`config.mk`:
```
export PLATFORM = sky130hd
export DESIGN_NAME = rib_arbiter_flat
export DESIGN_NICKNAME = d
export VERILOG_FILES = /design/src/rtl/rib_arb_if.sv /design/src/rtl/rib_arbiter.sv /design/src/flat_wrapper.sv
export SDC_FILE = /design/constraint.sdc
export NUM_CORES = 1
export LEC_CHECK = 0
export BUFFER_PORTS_ARGS = -buffer_cell sky130_fd_sc_hd__clkbuf_2
export CORE_UTILIZATION = 50
export DETAILED_ROUTE_END_ITERATION = 16
export PLACE_DENSITY = 0.7
export SLEW_MARGIN = 20
export SYNTH_ARGS = -nofsm -noshare
export SYNTH_HDL_FRONTEND = slang
export SYNTH_SLANG_ARGS = --single-unit
```
`constraint.sdc`:
```
create_clock -name clk -period 5.7 [get_ports clk]
set_clock_uncertainty 0.05 [all_clocks]
set_input_delay 1.14 -clock clk [delete_from_list [all_inputs] [get_ports clk]]
set_output_delay 1.14 -clock clk [all_outputs]
set_load 0.05 [all_outputs]
```
`src/rtl/rib_arb_if.sv`:
```
// RIB arbiter bus bundle: per-master request/response handshakes, the muxed
// slave handshakes, and the arbiter's grant/status outputs.
//   m_req_vld_i [4] / m_rsp_rdy_i [4] : per-master request valid / response ready
//   s_req_rdy_i / s_rsp_vld_i         : addressed-slave request ready / response valid
//   grant_o [4] / grant_idx_o [2]     : one-hot grant and its binary index
//   busy_o / timeout_o                : grant held / watchdog fired pulse
// Modport slave is the arbiter side; modport master is the requester/slave environment.
interface rib_arb_if;
  localparam int unsigned MST_W = 4;
  localparam int unsigned IDX_W = 2;

  logic [MST_W-1:0] m_req_vld_i;
  logic [MST_W-1:0] m_rsp_rdy_i;
  logic             s_req_rdy_i;
  logic             s_rsp_vld_i;
  logic [MST_W-1:0] grant_o;
  logic [IDX_W-1:0] grant_idx_o;
  logic             busy_o;
  logic             timeout_o;

  modport slave (
    input  m_req_vld_i, m_rsp_rdy_i, s_req_rdy_i, s_rsp_vld_i,
    output grant_o, grant_idx_o, busy_o, timeout_o
  );

  modport master (
    output m_req_vld_i, m_rsp_rdy_i, s_req_rdy_i, s_rsp_vld_i,
    input  grant_o, grant_idx_o, busy_o, timeout_o
  );
endinterface

```
`src/rtl/rib_arbiter.sv`:
```
// Four-master RIB arbiter. Grants one master at a time and holds the grant for
// a full request/response transaction; round-robin or fixed-priority selection;
// a watchdog force-releases a transaction that never completes.
//   clk, rst_n : clock, asynchronous active-low reset
//   bus        : rib_arb_if.slave (requests/handshakes in, grant/status out)
// All outputs are registered.
module rib_arbiter #(
  parameter int unsigned MASTER_NUM     = 4,
  parameter bit          RR_EN          = 1'b1,
  parameter int unsigned TIMEOUT_CYCLES = 256
) (
  input  logic      clk,
  input  logic      rst_n,
  rib_arb_if.slave  bus
);

  localparam int unsigned NM      = 4;
  localparam int unsigned IDX_W   = 2;
  localparam int unsigned WDOG_W  = 16;
  localparam logic [NM-1:0]     REQ_MASK  = NM'((1 << MASTER_NUM) - 1);
  localparam logic [IDX_W-1:0]  LAST_IDX  = IDX_W'(MASTER_NUM - 1);
  localparam bit                WDOG_EN   = (TIMEOUT_CYCLES != 0);
  localparam logic [WDOG_W-1:0] WDOG_LAST = WDOG_EN ? WDOG_W'(TIMEOUT_CYCLES - 1) : '0;

  typedef enum logic [1:0] {
    ST_IDLE = 2'd0,
    ST_REQ  = 2'd1,
    ST_RSP  = 2'd2
  } state_e;

  // First requester scanning ptr, ptr+1, ... modulo MASTER_NUM; result is {found, idx}.
  function automatic logic [IDX_W:0] pick(input logic [NM-1:0] req, input logic [IDX_W-1:0] ptr);
    logic [IDX_W:0] res;
    logic [IDX_W:0] idx;
    res = '0;
    for (int unsigned i = 0; i < NM; i++) begin
      idx = (IDX_W+1)'(ptr) + (IDX_W+1)'(i);
      if (idx >= (IDX_W+1)'(MASTER_NUM)) idx = idx - (IDX_W+1)'(MASTER_NUM);
      if ((i < MASTER_NUM) && !res[IDX_W] && req[idx[IDX_W-1:0]]) res = {1'b1, idx[IDX_W-1:0]};
    end
    return res;
  endfunction

  state_e             state_q, state_d;
  logic [NM-1:0]      grant_q, grant_d;
  logic [IDX_W-1:0]   idx_q, idx_d;
  logic               busy_q, busy_d;
  logic               tmo_q, tmo_d;
  logic [IDX_W-1:0]   ptr_q, ptr_d;
  logic [WDOG_W-1:0]  wdog_q, wdog_d;

  logic [NM-1:0]      req_m;
  logic [IDX_W-1:0]   nxt_ptr;
  logic [IDX_W:0]     pick_idle;
  logic [IDX_W:0]     pick_done;
  logic               wdog_hit;
  logic               cmpl;

  // State and registered outputs.
  always_ff @(posedge clk or negedge rst_n) begin
    if (!rst_n) begin
      state_q <= ST_IDLE;
      grant_q <= '0;
      idx_q   <= '0;
      busy_q  <= 1'b0;
      tmo_q   <= 1'b0;
      ptr_q   <= '0;
      wdog_q  <= '0;
    end else begin
      state_q <= state_d;
      grant_q <= grant_d;
      idx_q   <= idx_d;
      busy_q  <= busy_d;
      tmo_q   <= tmo_d;
      ptr_q   <= ptr_d;
      wdog_q  <= wdog_d;
    end
  end

  // Next-state: selection, transaction tracking, watchdog.
  always_comb begin
    state_d = state_q;
    grant_d = grant_q;
    idx_d   = idx_q;
    busy_d  = busy_q;
    tmo_d   = 1'b0;
    ptr_d   = ptr_q;
    wdog_d  = wdog_q;

    req_m     = bus.m_req_vld_i & REQ_MASK;
    nxt_ptr   = (idx_q == LAST_IDX) ? '0 : idx_q + IDX_W'(1);
    pick_idle = pick(req_m, RR_EN ? ptr_q : '0);
    // After completion the pointer has already advanced past the finishing master.
    pick_done = pick(req_m, RR_EN ? nxt_ptr : '0);
    wdog_hit  = WDOG_EN && (wdog_q == WDOG_LAST);
    cmpl      = bus.s_rsp_vld_i & bus.m_rsp_rdy_i[idx_q];

    unique case (state_q)
      ST_IDLE: begin
        if (pick_idle[IDX_W]) begin
          state_d = ST_REQ;
          idx_d   = pick_idle[IDX_W-1:0];
          grant_d = NM'(1) << pick_idle[IDX_W-1:0];
          busy_d  = 1'b1;
          wdog_d  = '0;
        end
      end

      ST_REQ: begin
        wdog_d = wdog_q + WDOG_W'(1);
        // Withdraw beats timeout: the master has already let go, nothing is hung.
        if (!req_m[idx_q] || wdog_hit) begin
          state_d = ST_IDLE;
          grant_d = '0;
          idx_d   = '0;
          busy_d  = 1'b0;
          wdog_d  = '0;
          if (req_m[idx_q]) begin
            tmo_d = 1'b1;
            ptr_d = nxt_ptr;
          end
        end else if (bus.s_req_rdy_i) begin
          state_d = ST_RSP;
        end
      end

      ST_RSP: begin
        wdog_d = wdog_q + WDOG_W'(1);
        // Completion beats timeout in the same cycle.
        if (cmpl) begin
          ptr_d = nxt_ptr;
          if (pick_done[IDX_W]) begin
            state_d = ST_REQ;
            idx_d   = pick_done[IDX_W-1:0];
            grant_d = NM'(1) << pick_done[IDX_W-1:0];
            busy_d  = 1'b1;
            wdog_d  = '0;
          end else begin
            state_d = ST_IDLE;
            grant_d = '0;
            idx_d   = '0;
            busy_d  = 1'b0;
            wdog_d  = '0;
          end
        end else if (wdog_hit) begin
          state_d = ST_IDLE;
          grant_d = '0;
          idx_d   = '0;
          busy_d  = 1'b0;
          wdog_d  = '0;
          tmo_d   = 1'b1;
          ptr_d   = nxt_ptr;
        end
      end

      default: begin
        state_d = ST_IDLE;
        grant_d = '0;
        idx_d   = '0;
        busy_d  = 1'b0;
        wdog_d  = '0;
      end
    endcase
  end

  assign bus.grant_o     = grant_q;
  assign bus.grant_idx_o = idx_q;
  assign bus.busy_o      = busy_q;
  assign bus.timeout_o   = tmo_q;

endmodule

```
`src/flat_wrapper.sv`:
```
// flat-port wrapper written by rule: the top's interface ports become plain ports
module rib_arbiter_flat 
#(
  parameter int unsigned MASTER_NUM     = 4,
  parameter bit          RR_EN          = 1'b1,
  parameter int unsigned TIMEOUT_CYCLES = 256
)
  (clk, rst_n, bus_m_req_vld_i, bus_m_rsp_rdy_i, bus_s_req_rdy_i, bus_s_rsp_vld_i, bus_grant_o, bus_grant_idx_o, bus_busy_o, bus_timeout_o);
  rib_arb_if bus_i ();
  input  logic clk;
  input  logic rst_n;
  input wire logic [$bits(bus_i.m_req_vld_i)-1:0] bus_m_req_vld_i;
  input wire logic [$bits(bus_i.m_rsp_rdy_i)-1:0] bus_m_rsp_rdy_i;
  input wire logic [$bits(bus_i.s_req_rdy_i)-1:0] bus_s_req_rdy_i;
  input wire logic [$bits(bus_i.s_rsp_vld_i)-1:0] bus_s_rsp_vld_i;
  output wire logic [$bits(bus_i.grant_o)-1:0] bus_grant_o;
  output wire logic [$bits(bus_i.grant_idx_o)-1:0] bus_grant_idx_o;
  output wire logic [$bits(bus_i.busy_o)-1:0] bus_busy_o;
  output wire logic [$bits(bus_i.timeout_o)-1:0] bus_timeout_o;
  assign bus_i.m_req_vld_i = bus_m_req_vld_i;
  assign bus_i.m_rsp_rdy_i = bus_m_rsp_rdy_i;
  assign bus_i.s_req_rdy_i = bus_s_req_rdy_i;
  assign bus_i.s_rsp_vld_i = bus_s_rsp_vld_i;
  assign bus_grant_o = bus_i.grant_o;
  assign bus_grant_idx_o = bus_i.grant_idx_o;
  assign bus_busy_o = bus_i.busy_o;
  assign bus_timeout_o = bus_i.timeout_o;
  rib_arbiter #(.MASTER_NUM(MASTER_NUM), .RR_EN(RR_EN), .TIMEOUT_CYCLES(TIMEOUT_CYCLES)) u_core (.clk(clk), .rst_n(rst_n), .bus(bus_i));
endmodule
```
# --- After elaboration in Yosys (flattened, before gate mapping) ---
# Index checks and enable logic that the tools add are counted.
word_totals:
  register_bits: 28
  inputBits: 12
  out_inout_bits: 8
  wordCells: 147
classes:
  n_addsub: 16
  order_cmp: 17
  eq_ne: 9
  shifts: 2
  n_mux: 76
  n_bitwise: 1
  n_reduce_logical: 19
op_table:
  columns: ["operator", "count"]
  rows:
  - ["$mux 16", 4]
  - ["$pmux 16 s3", 1]
  - ["$mux 2", 22]
  - ["$lt 2x3->1 const B", 9]
  - ["$mux 3", 8]
  - ["$bmux 1 s2", 10]
  - ["$mux 1", 20]
  - ["$mux 4", 5]
  - ["$ge 3x3->1 const B", 6]
  - ["$add 16x1->16 const B", 1]
  - ["$eq 16x8->1 const B", 1]
  - ["$sub 2x1->2 const B", 8]
  - ["$add 2x2->3 const B", 4]
  - ["$pmux 2 s3", 2]
  - ["$pmux 4 s3", 1]
  - ["$shl 1x2->4 const A", 2]
  - ["$logic_not 1->1", 7]
  - ["$add 2x1->3 const B", 2]
  - ["$ge 2x3->1 const B", 2]
  - ["$logic_and 1x1->1", 6]
  - ["$ne 2x1->1 const B", 3]
  - ["$reduce_and 3->1", 2]
  - ["$eq 2x2->1 const B", 2]
  - ["$pmux 2 s2", 1]
  - ["11 further kinds", 11]

# --- Depth between registers and ports, before layout ---
# Gate-level depths: netlist of run 1.
logic_depth:
  depth_word: 20
  ltp_mapped: 9
  mapped_depth_nobuf: 7

# --- Worst setup path before layout of run 1 ---
# No wires, ideal clock.
synth_path:
  path_type: "input-to-reg"
  start: "in bus_m_req_vld_i[3]"
  end: "reg u_core.wdog_q[12]"
  setup_time_ns: 0.069
  arrival_time_ns: 2.382
  required_ns: 5.581
  path_slack_ns: 3.199
  stages: 6
  n_path_buf: 1
  path_cell_list: "buf_2 mux2i_1 o22a_1 a21boi_2 or4b_1 nand3_1"
synth_between:
  elab_chain_cells: 13
  elab_cells_between_ends: 25
  classes_between: "eq/ne (1); mux (16); reduce/logical (8)"
synth_lines:
  columns: ["item", "line_no", "rtl"]
  rows:
  - ["from (decl)", "flat_wrapper.sv:12", "input wire logic [$bits(bus_i.m_req_vld_i)-1:0] bus_m_req_vld_i;"]
  - ["$bmux 1 s2", "rib_arbiter.sv:39", "if ((i < MASTER_NUM) && !res[IDX_W] && req[idx[IDX_W-1:0]]) res = {1'b1, idx[IDX_W-1:0]};"]
  - ["$mux 1 (not written as such)", "rib_arbiter.sv:39", null]
  - ["$mux 3", "rib_arbiter.sv:39", null]
  - ["$logic_not 1->1", "rib_arbiter.sv:39", null]
  - ["$logic_and 1x1->1", "rib_arbiter.sv:39", null]
  - ["$mux 3", "rib_arbiter.sv:39", null]
  - ["$logic_not 1->1", "rib_arbiter.sv:39", null]
  - ["$logic_and 1x1->1", "rib_arbiter.sv:39", null]
  - ["$mux 3", "rib_arbiter.sv:39", null]
  - ["$logic_not 1->1", "rib_arbiter.sv:39", null]
  - ["$logic_and 1x1->1", "rib_arbiter.sv:39", null]
  - ["$mux 3", "rib_arbiter.sv:39", null]
  - ["$ne 2x1->1 (no line)", null, null]
  - ["to (signal assigned)", "rib_arbiter.sv:76", "wdog_q <= wdog_d;"]
  - ["to (decl)", "rib_arbiter.sv:50", "logic [WDOG_W-1:0] wdog_q, wdog_d;"]
# Several ways; a longest one is shown, not always the timed one. The select of a mux whose other input is x is not followed.
# A chain may end at the register's enable or synchronous reset.

# --- Worst setup path in the final report of run 1 ---
layout_path:
  start: "in bus_m_req_vld_i[0]"
  end: "reg u_core.idx_q[1] (netlist: u_core.bus.grant_idx_o[1])"
layout_between:
  elab_chain_cells: 15
  elab_cells_between_ends: 47
  classes_between: "eq/ne (2); mux (30); reduce/logical (15)"
layout_lines:
  columns: ["item", "line_no", "rtl"]
  rows:
  - ["$bmux 1 s2", "rib_arbiter.sv:39", null]
  - ["$mux 1 (not written as such)", "rib_arbiter.sv:39", null]
  - ["$mux 3", "rib_arbiter.sv:39", null]
  - ["$logic_not 1->1", "rib_arbiter.sv:39", null]
  - ["$logic_and 1x1->1", "rib_arbiter.sv:39", null]
  - ["$mux 3", "rib_arbiter.sv:39", null]
  - ["$logic_not 1->1", "rib_arbiter.sv:39", null]
  - ["$logic_and 1x1->1", "rib_arbiter.sv:39", null]
  - ["$mux 3", "rib_arbiter.sv:39", null]
  - ["$logic_not 1->1", "rib_arbiter.sv:39", null]
  - ["$logic_and 1x1->1", "rib_arbiter.sv:39", null]
  - ["$mux 3", "rib_arbiter.sv:39", null]
  - ["$mux 2", "rib_arbiter.sv:132", "if (pick_done[IDX_W]) begin"]
  - ["$mux 2", "rib_arbiter.sv:130", "if (cmpl) begin"]
  - ["$pmux 2 s3", "rib_arbiter.sv:98", "unique case (state_q)"]
  - ["to (signal assigned)", "rib_arbiter.sv:72", "idx_q <= idx_d;"]
  - ["to (decl)", "rib_arbiter.sv:46", "logic [IDX_W-1:0] idx_q, idx_d;"]
# Several ways; a longest one is shown, not always the timed one. The select of a mux whose other input is x is not followed.

==> results of run 1 <==
## Yosys cell counts (2+ instances only)
cell type,n
nor3_1,5
a31oi_1,3
buf_6,2
o22ai_1,2
or2_2,3
nand2b_1,5
a22o_1,7
and3_1,3
o32ai_1,4
nand3_1,15
nand2_1,20
a31o_2,2
and2_1,4
ha_1,6
a311o_1,2
nand3b_1,2
dfrtp_1,28
mux2i_1,7
o21ai_0,7
a21oi_1,8
or3_1,3
buf_2,3
inv_1,7
nor2_1,11
nand4_1,2
o31ai_1,3
or4_4,2
xor2_1,5
mux2_2,2
## cells by family (layout without fill, tap and decap cells)
family	count (synthesis)	in the layout	synth area share, %
buf+inv	14	30	4.06
flops	28	28	37.9
compound gates	48	48	19.8
xor+xnor	6	6	2.84
mux	10	10	5.62
fa+ha+maj	6	6	4.06
simple gates	85	85	25.8
## flip-flops by register name, indices dropped and copies added, names as in the netlist
signal / cells
u_core.bus.grant_o: 4
u_core.bus.busy_o: 1
u_core.state_q: 2
u_core.bus.timeout_o: 1
u_core.bus.grant_idx_o: 2
u_core.wdog_q: 16
u_core.ptr_q: 2
## metal layers
metal | share of wire [%] | wire, um | vias up
met5 | 0 | 0 | -
met4 | 1.9 | 80 | 0
met3 | 4.3 | 179 | 8
met2 | 50 | 2060 | 55
met1 | 44 | 1820 | 749
li1 | - | - | 766
## per-stage QoR
step	std cells	hold WS, ps	utilization (%)	total power, mW
2_1_floorplan	197	446	-	0.662
3_3_place_gp	255	442	56.7	0.733
3_5_place_dp	255	452	56.7	0.756
4_1_cts	259	475	58.8	0.914
5_1_grt	259	487	58.8	0.979
6_report	259	474	58.8	0.918
## cell usage in the layout, fill, tap and decap left out, types with 3 or more instances in the layout
cell type / Yosys / layout
and3_1: 3 / 3
a31oi_1: 3 / 3
o32ai_1: 4 / 4
a22o_1: 7 / 7
clkbuf_8: 0 / 3
clkbuf_2: 0 / 19
and2_1: 4 / 4
mux2i_1: 7 / 7
nand3_1: 15 / 15
nand2b_1: 5 / 5
a21oi_1: 8 / 8
o21ai_0: 7 / 7
nor2_1: 11 / 11
nand2_1: 20 / 20
ha_1: 6 / 6
or3_1: 3 / 3
xor2_1: 5 / 5
nor3_1: 5 / 5
or2_2: 3 / 3
o31ai_1: 3 / 3
dfrtp_1: 28 / 28
inv_1: 7 / 7
## power groups by stage
stage / logic (mW) / clock network, mW / registers, mW
floorplan: 0.327 / 0 / 0.335
CTS: 0.476 / 0.161 / 0.277
global route: 0.525 / 0.170 / 0.285
global placement: 0.455 / 0 / 0.277
finish: 0.480 / 0.161 / 0.277
detailed placement: 0.474 / 0 / 0.281
## critical path, cell delays in order
cell	delay, ps
clkbuf_2	130
nor4_2	540
and2_1	550
or2_0	400
a22o_1	230
## final cells by class
class / instances / area, sq um / area share [%]
multi-input cells: 155 / 1070 / 53.0
well taps: 46 / 57.6 / 2.84
repair buffers: 19 / 95.1 / 4.70
clock inverters: 1 / 30.0 / 1.48
inverters: 7 / 26.3 / 1.30
flip-flops and latches: 28 / 701 / 34.6
clock buffers: 3 / 41.3 / 2.04
## worst max-delay path by stage
| stage | start | cells after the start | endpoint | slack (ps) |
|---|---|---|---|---|
| floorplan | bus_m_req_vld_i[3] | 6 | u_core.wdog_q[12] | 3200 |
| global placement | bus_m_req_vld_i[0] | 5 | u_core.bus.grant_o[3] | 2730 |
| detailed placement | bus_m_req_vld_i[0] | 5 | u_core.bus.grant_idx_o[1] | 2600 |
| CTS | bus_m_req_vld_i[0] | 5 | u_core.bus.grant_idx_o[1] | 2890 |
| global route | bus_m_req_vld_i[0] | 5 | u_core.bus.grant_idx_o[1] | 2730 |
| finish | bus_m_req_vld_i[0] | 5 | u_core.bus.grant_idx_o[1] | 2890 |
==> flow_summary.yaml, run 1 <==
run_status:
  status: "finished, final reports clean"
setup_path:
  r2r_end: "u_core.wdog_q[12]"
  cp-start-kind: "input port"
  cp.arrival_ps: 2980
  r2r-start: "u_core.state_q[1]"
  end_kind: "flop"
  critPathMaxFanout: 16
  cp.required_ps: 5880
  worst-setup-path-type: "in -> reg"
  reg2regPathDepth: 7
  reg2reg_slack_ps: 3380
synthesis:
  synth-edff-count: 0
  yosysUniqueCellTypes: 53
  yosysSeqAreaShare_pct: 37.9
  yosys.area.top_type: "dfrtp_1"
  synthFlopType: "dfrtp_1"
  synth_top_area_share_pct: 37.9
  ys_ff_latch: 28
  synth_nets: 215
  synthCells: 197
  async_flop_share_pct: 100
  avgSynthCellArea_sq_um: 9.39
  synthTopCellsByArea: "dfrtp_1 38%, ha_1 4.1%, nand2_1 4.1%, nand3_1 4.1%, mux2i_1 3.8%"
  syn_area_sq_um: 1850
  yosysWarnings: 0
finish:
  fillCellCount: 312
  finalInstanceArea_sq_um: 2020
  area_growth_pct: 9.47
  nets: 232
  antenna_cells: 0
  drive_above_1_share_pct: 19.7
pwr:
  p_leak_nw: 0.913
  swShare_pct: 45.2
  p_sw_uw: 415
  peakVddDrop_v: 0.000124
  internal-power_uw: 503
  combPwrFrac_pct: 52.3
  seqPwrFrac_pct: 30.2
  clkPwrFrac_pct: 17.5
  powerDensity_nw_per_um2: 454
floorplanning:
  fp.dieH_um: 62.8
  io_pins: 20
  start_util_pct: 53.7
  fp.coreArea_sq_um: 3440
  die-area_sq_um: 3950
  row_count: 21
  die_w_um: 62.8
timing:
  worst_slew_pin_slew_ps: 721
  slew_viol_final: 0
  setup_slack_ps: 2890
  setup_viol: 0
  period_share_pct: 49.3
  fin_tns_setup_ps: 0
  slew_headroom_pct: 51.9
  period_needed_ps: 2810
  rsz0062_at_grt: "no"
  fmax_mhz: 356
  final_hold_viol_count: 0
routing:
  vias: 1578
  ant_nets: 0
  drt_iter0_markers: 179
  wirelength_mm: 4.14
  first_pass_iters: 4
  drc: 0
  routed_via_density: 6.09
  wl_per_cell_um: 16.0
clocking:
  cts_tree: "yes"
  cts-htree-levels: 1
  post_cts_buffers: 0
  cts-root-buf: "clkbuf_8"
  cts_sinks: 28
  cts_buffers: 3
  hold_buffers: 0
  clkTransAtPathRegs_ps: 110
  cts_resized: 0
  cts_buffer_depth: 2
  clk_latency_ps: 290
placed_design:
  dp_slack_ps: 2600
  dp_hpwl_mm: 3.04
  globalplace.congestion: 0.894
  dpl_cell_area_sq_um: 1950
  io_buffers: 19
worst_hold_path:
  holdPathStages: 1
  min_to: "u_core.bus.grant_o[1]"
  hold_class: "reg -> reg"
  min-delay-start: "u_core.bus.grant_o[1]"
grt:
  antenna_found_initial: 0
  grt_pass1_wl_mm: 7.04
  grtUsageTotal_pct: 22.3
  grt_pass1_vias: 1536
  grt-ovfl-total: 0
  use_met1_pct: 28.0
  busiest_layer: "met2"
  grtUsageMet3_pct: 2.55
  grt_max_degree: 29
  use_met2_pct: 38.7
job:
  maxCapViolCount: 0
(Power assumes the default switching activity.)
==> run 2, diff against run 1 <==
--- a/config.mk
+++ b/config.mk
@@ -8,7 +8,7 @@
 export BUFFER_PORTS_ARGS = -buffer_cell sky130_fd_sc_hd__clkbuf_2
 export CORE_UTILIZATION = 50
 export DETAILED_ROUTE_END_ITERATION = 16
-export PLACE_DENSITY = 0.7
+export PLACE_DENSITY = 0.72
 export SLEW_MARGIN = 20
 export SYNTH_ARGS = -nofsm -noshare
 export SYNTH_HDL_FRONTEND = slang
==> constraint.sdc (replaced) <==
create_clock -name clk -period 2.4 [get_ports clk]
set_clock_uncertainty 0.05 [all_clocks]
set_input_delay 0.48 -clock clk [delete_from_list [all_inputs] [get_ports clk]]
set_output_delay 0.48 -clock clk [all_outputs]
set_load 0.05 [all_outputs]
==> flow_summary.yaml, run 2 (same netlist as run 1, synthesis figures left out) <==
finish:
  largest_register_ffs: 16
  nets: 240
  finalInstanceArea_sq_um: 2050
  antenna_cells: 0
  area_growth_pct: 11.1
  layout_common_cells: "28 x dfrtp_1, 20 x nand2_1, 19 x clkbuf_2, 15 x nand3_1, 11 x nor2_1"
  final_common_cell: "dfrtp_1"
  top_register: "u_core.wdog_q"
  drive_above_1_share_pct: 22.3
routing:
  vias: 1621
  drt_iter0_markers: 156
  wirelength_mm: 4.03
  drc: 0
  first_pass_iters: 5
  routed_via_density: 6.09
  ant_nets: 0
  wl_per_cell_um: 15.2
pwr:
  swShare_pct: 45.7
  fin_total_pwr_mw: 2.08
  clkPwrFrac_pct: 11.8
  p_leak_nw: 0.940
  peakVddDrop_v: 0.000361
  internal-power_mw: 1.13
  powerDensity_nw_per_um2: 1010
  seqPwrFrac_pct: 30.0
  p_sw_uw: 951
  combPwrFrac_pct: 58.2
clocking:
  cts_sinks: 28
  clkTransAtPathRegs_ps: 90
  cts-htree-levels: 1
  cts-root-buf: "clkbuf_8"
  hold_buffers: 0
  cts_buffers: 3
  cts_resized: 0
  clk_latency_ps: 270
  cts_buffer_depth: 2
  cts_tree: "yes"
  post_cts_buffers: 0
timing:
  period_needed_ps: 2160
  slew_viol_final: 0
  period_share_pct: 89.8
  slew_headroom_pct: 53.3
  fin_tns_setup_ps: 0
  rsz0062_at_grt: "no"
  whs_ps: 194
  setup_viol: 0
  final_hold_viol_count: 0
  fmax_mhz: 464
  worst_slew_pin_slew_ps: 701
setup_path:
  end_kind: "flop"
  cp.required_ps: 2560
  r2r-start: "u_core.bus.grant_idx_o[0]"
  crit_chain: "ha_1 > or3_1 > and3_1 > a311o_1 > o32ai_1 > a22o_1"
  crit_buf_inv: 0
  worst-setup-path-type: "reg -> reg"
  critPathTopFamily: "compound AO/OA/AOI/OAI gates"
  cp.arrival_ps: 2310
  setup.worst_path.start: "u_core.bus.grant_idx_o[0]"
  cp-start-kind: "flop"
  critPathMaxFanout: 7
  cp_slowest_stage_delay_ps: 390
  slowest_stage: "dfrtp_1"
grt:
  grt_pass1_vias: 1582
  grt-ovfl-total: 0
  antenna_found_initial: 0
  grtUsageTotal_pct: 21.8
  grt_max_degree: 29
  grt_pass1_wl_mm: 7.02
run_status:
  status: "finished, final reports clean"
worst_hold_path:
  hold_class: "in -> async"
floorplanning:
  start_util_pct: 53.7
  die_w_um: 62.8
  row_count: 21
  fp.coreArea_sq_um: 3440
  io_pins: 20
  fp.dieH_um: 62.8
  die-area_sq_um: 3950
placed_design:
  io_buffers: 19
  dpl_cell_area_sq_um: 2010
  globalplace.congestion: 0.968
  dp_hpwl_mm: 3.03
job:
  maxCapViolCount: 0
run 2: path summary, 6_finish.rpt:
| check | to | slack [ps] | depth (start not counted) |
|---|---|---|---|
| max reg2reg | u_core.bus.grant_o[1] | 240 | 6 |
| max | u_core.bus.grant_o[1] | 240 | 6 |
| min in group clk | u_core.bus.grant_o[3] | 460 | 1 |
| max in group asynchronous | u_core.wdog_q[0] | 1660 | 1 |
| min reg2reg | u_core.bus.grant_o[3] | 460 | 1 |
| min | u_core.state_q[0] | 190 | 1 |
run 2: layout make-up:
type / instances / area [sq um]
inverter: 7 / 26.3
multi-input combinational: 155 / 1070
fill: 310 / 1390
sequential: 28 / 701
clock buffer: 3 / 41.3
tap: 46 / 57.6
timing repair buffer: 27 / 155
run 2: power groups by stage:
stage	clock network (mW)	registers [mW]	logic [mW]
global placement	0	0.627	1.17
detailed placement	0	0.634	1.20
global route	0.278	0.638	1.33
finish	0.245	0.625	1.21
CTS	0.260	0.625	1.20
floorplan	0	0.796	0.776
run 2: metrics by stage:
step | std cells | util, % | worst slack (ps)
after floorplan | 197 | - | 55.3
after global placement | 263 | 58.5 | 282
after detailed placement | 263 | 58.5 | 283
after CTS | 266 | 59.7 | 247
after global routing | 266 | 59.7 | 116
final | 266 | 59.7 | 244
run 2: metal layers:
| metal | vias up | global-route usage (%) | part of all wire (%) | routed length [um] |
|---|---|---|---|---|
| li1 | 780 | - | - | - |
| met3 | 4 | 2.19 | 3.0 | 121 |
| met4 | 0 | 4.65 | 0.77 | 31 |
| met2 | 34 | 39.7 | 50 | 2030 |
| met1 | 803 | 27.5 | 46 | 1850 |
| met5 | - | 0 | 0 | 0 |
==> run 3, diff against run 2 <==
--- a/config.mk
+++ b/config.mk
@@ -8,7 +8,7 @@
 export BUFFER_PORTS_ARGS = -buffer_cell sky130_fd_sc_hd__clkbuf_2
 export CORE_UTILIZATION = 50
 export DETAILED_ROUTE_END_ITERATION = 16
-export PLACE_DENSITY = 0.72
+export PLACE_DENSITY = 0.74
 export SLEW_MARGIN = 20
 export SYNTH_ARGS = -nofsm -noshare
 export SYNTH_HDL_FRONTEND = slang
==> flow_summary.yaml, run 3 (same netlist as run 1, synthesis figures left out) <==
timing:
  slew_headroom_pct: 53.9
  worst_slew_pin_slew_ps: 691
  fin_tns_setup_ps: 0
  period_share_pct: 95.1
  fmax_mhz: 438
  slew_viol_final: 0
  period_needed_ps: 2280
  rsz0062_at_grt: "no"
  setup_viol: 0
  whs_ps: 184
  final_hold_viol_count: 0
floorplanning:
  die-area_sq_um: 3950
  start_util_pct: 53.7
  fp.dieH_um: 62.8
  die_w_um: 62.8
  row_count: 21
  io_pins: 20
  fp.coreArea_sq_um: 3440
clocking:
  hold_buffers: 0
  cts-root-buf: "clkbuf_8"
  clkTransAtPathRegs_ps: 90
  post_cts_buffers: 0
  cts_buffers: 3
  cts_buffer_depth: 2
  cts_tree: "yes"
  clk_latency_ps: 270
  cts_sinks: 28
  cts-htree-levels: 1
  cts_resized: 0
setup_path:
  cp_slowest_stage_delay_ps: 390
  cp-start-kind: "flop"
  crit_buf_inv: 0
  crit_chain: "ha_1 > or3_1 > and3_1 > a311o_1 > o32ai_1 > a22o_1"
  cp.required_ps: 2560
  reg2reg_slack_ps: 120
  r2r-start: "u_core.bus.grant_idx_o[0]"
  slowest_stage: "dfrtp_1"
  reg2regPathDepth: 6
  cp.arrival_ps: 2450
  worst-setup-path-type: "reg -> reg"
  critPathMaxFanout: 7
  end_kind: "flop"
  crit_cells: 6
  critPathTopFamily: "compound AO/OA/AOI/OAI gates"
  r2r_end: "u_core.bus.grant_o[1]"
  setup.worst_path.start: "u_core.bus.grant_idx_o[0]"
finish:
  final_common_cell: "dfrtp_1"
  nets: 239
  antenna_cells: 0
  largest_register_ffs: 16
  area_growth_pct: 11.4
  top_register: "u_core.wdog_q"
  drive_above_1_share_pct: 22.3
  layout_common_cells: "28 x dfrtp_1, 20 x nand2_1, 19 x clkbuf_2, 15 x nand3_1, 11 x nor2_1"
  fin_util_pct: 59.9
pwr:
  internal-power_mw: 1.17
  p_sw_uw: 981
  p_leak_nw: 0.943
  combPwrFrac_pct: 57.4
  clkPwrFrac_pct: 13.4
  peakVddDrop_v: 0.000390
  seqPwrFrac_pct: 29.2
  powerDensity_nw_per_um2: 1040
  swShare_pct: 45.7
routing:
  ant_nets: 0
  first_pass_iters: 4
  drc: 0
  vias: 1630
  wl_per_cell_um: 15.8
  drt_iter0_markers: 106
  wirelength_mm: 4.20
  routed_via_density: 6.13
worst_hold_path:
  hold_class: "in -> async"
grt:
  grtUsageTotal_pct: 23.3
  grt_pass1_wl_mm: 7.31
  antenna_found_initial: 0
  grt_pass1_vias: 1637
  grt-ovfl-total: 0
  grt_max_degree: 29
placed_design:
  io_buffers: 19
  globalplace.congestion: 0.890
  dp_hpwl_mm: 3.18
job:
  maxCapViolCount: 0
run_status:
  status: "finished, final reports clean"
-- run 3: cell count changes in the layout (fill, tap and decap cells not counted) --
cell      delta
buf_4        -1
clkbuf_8     +1
-- run 3: power by group through the flow --
stage / Combinational, mW / Sequential (mW) / Clock (mW)
floorplan: 0.776 / 0.796 / 0
global placement: 1.17 / 0.626 / 0
detailed placement: 1.21 / 0.636 / 0
CTS: 1.22 / 0.626 / 0.294
global route: 1.35 / 0.636 / 0.315
finish: 1.23 / 0.627 / 0.288
-- run 3: layout make-up --
class                      instances  area (sq um)
clock buffer                       4          55.1
fill                             296          1380
multi-input combinational        155          1070
timing repair buffer              26           148
tap                               46          57.6
sequential                        28           701
inverter                           7          26.3
-- run 3: worst max-delay path by stage --
stage	to
final	u_core.bus.grant_o[1]
after global routing	u_core.bus.grant_o[1]
after CTS	u_core.bus.grant_o[1]
after detailed placement	u_core.bus.grant_o[1]
after global placement	u_core.bus.grant_o[1]
after floorplan	u_core.bus.grant_o[1]
-- run 3: metrics by stage --
step           setup slack (ps)  std cells  cell area (sq um)  power (mW)
6_report                    118        266               2060        2.15
5_1_grt                    53.7        266               2060        2.30
4_1_cts                     132        266               2060        2.14
3_5_place_dp                168        262               2010        1.85
3_3_place_gp                271        262               2010        1.80
2_1_floorplan              55.3        197               1850        1.57
-- run 3: per-layer routing --
layer / wire length [um] / up-vias / track usage (%)
li1: - / 780 / -
met5: 0 / - / 0
met2: 2070 / 43 / 39.7
met1: 1900 / 798 / 29.7
met4: 72 / 0 / 8.72
met3: 155 / 9 / 3.28
-- run 3: worst register-to-register path, cell delays in order, from the launching register on --
cell	delay (ps)
dfrtp_1	390
ha_1	390
or3_1	360
and3_1	190
a311o_1	320
o32ai_1	330
a22o_1	190
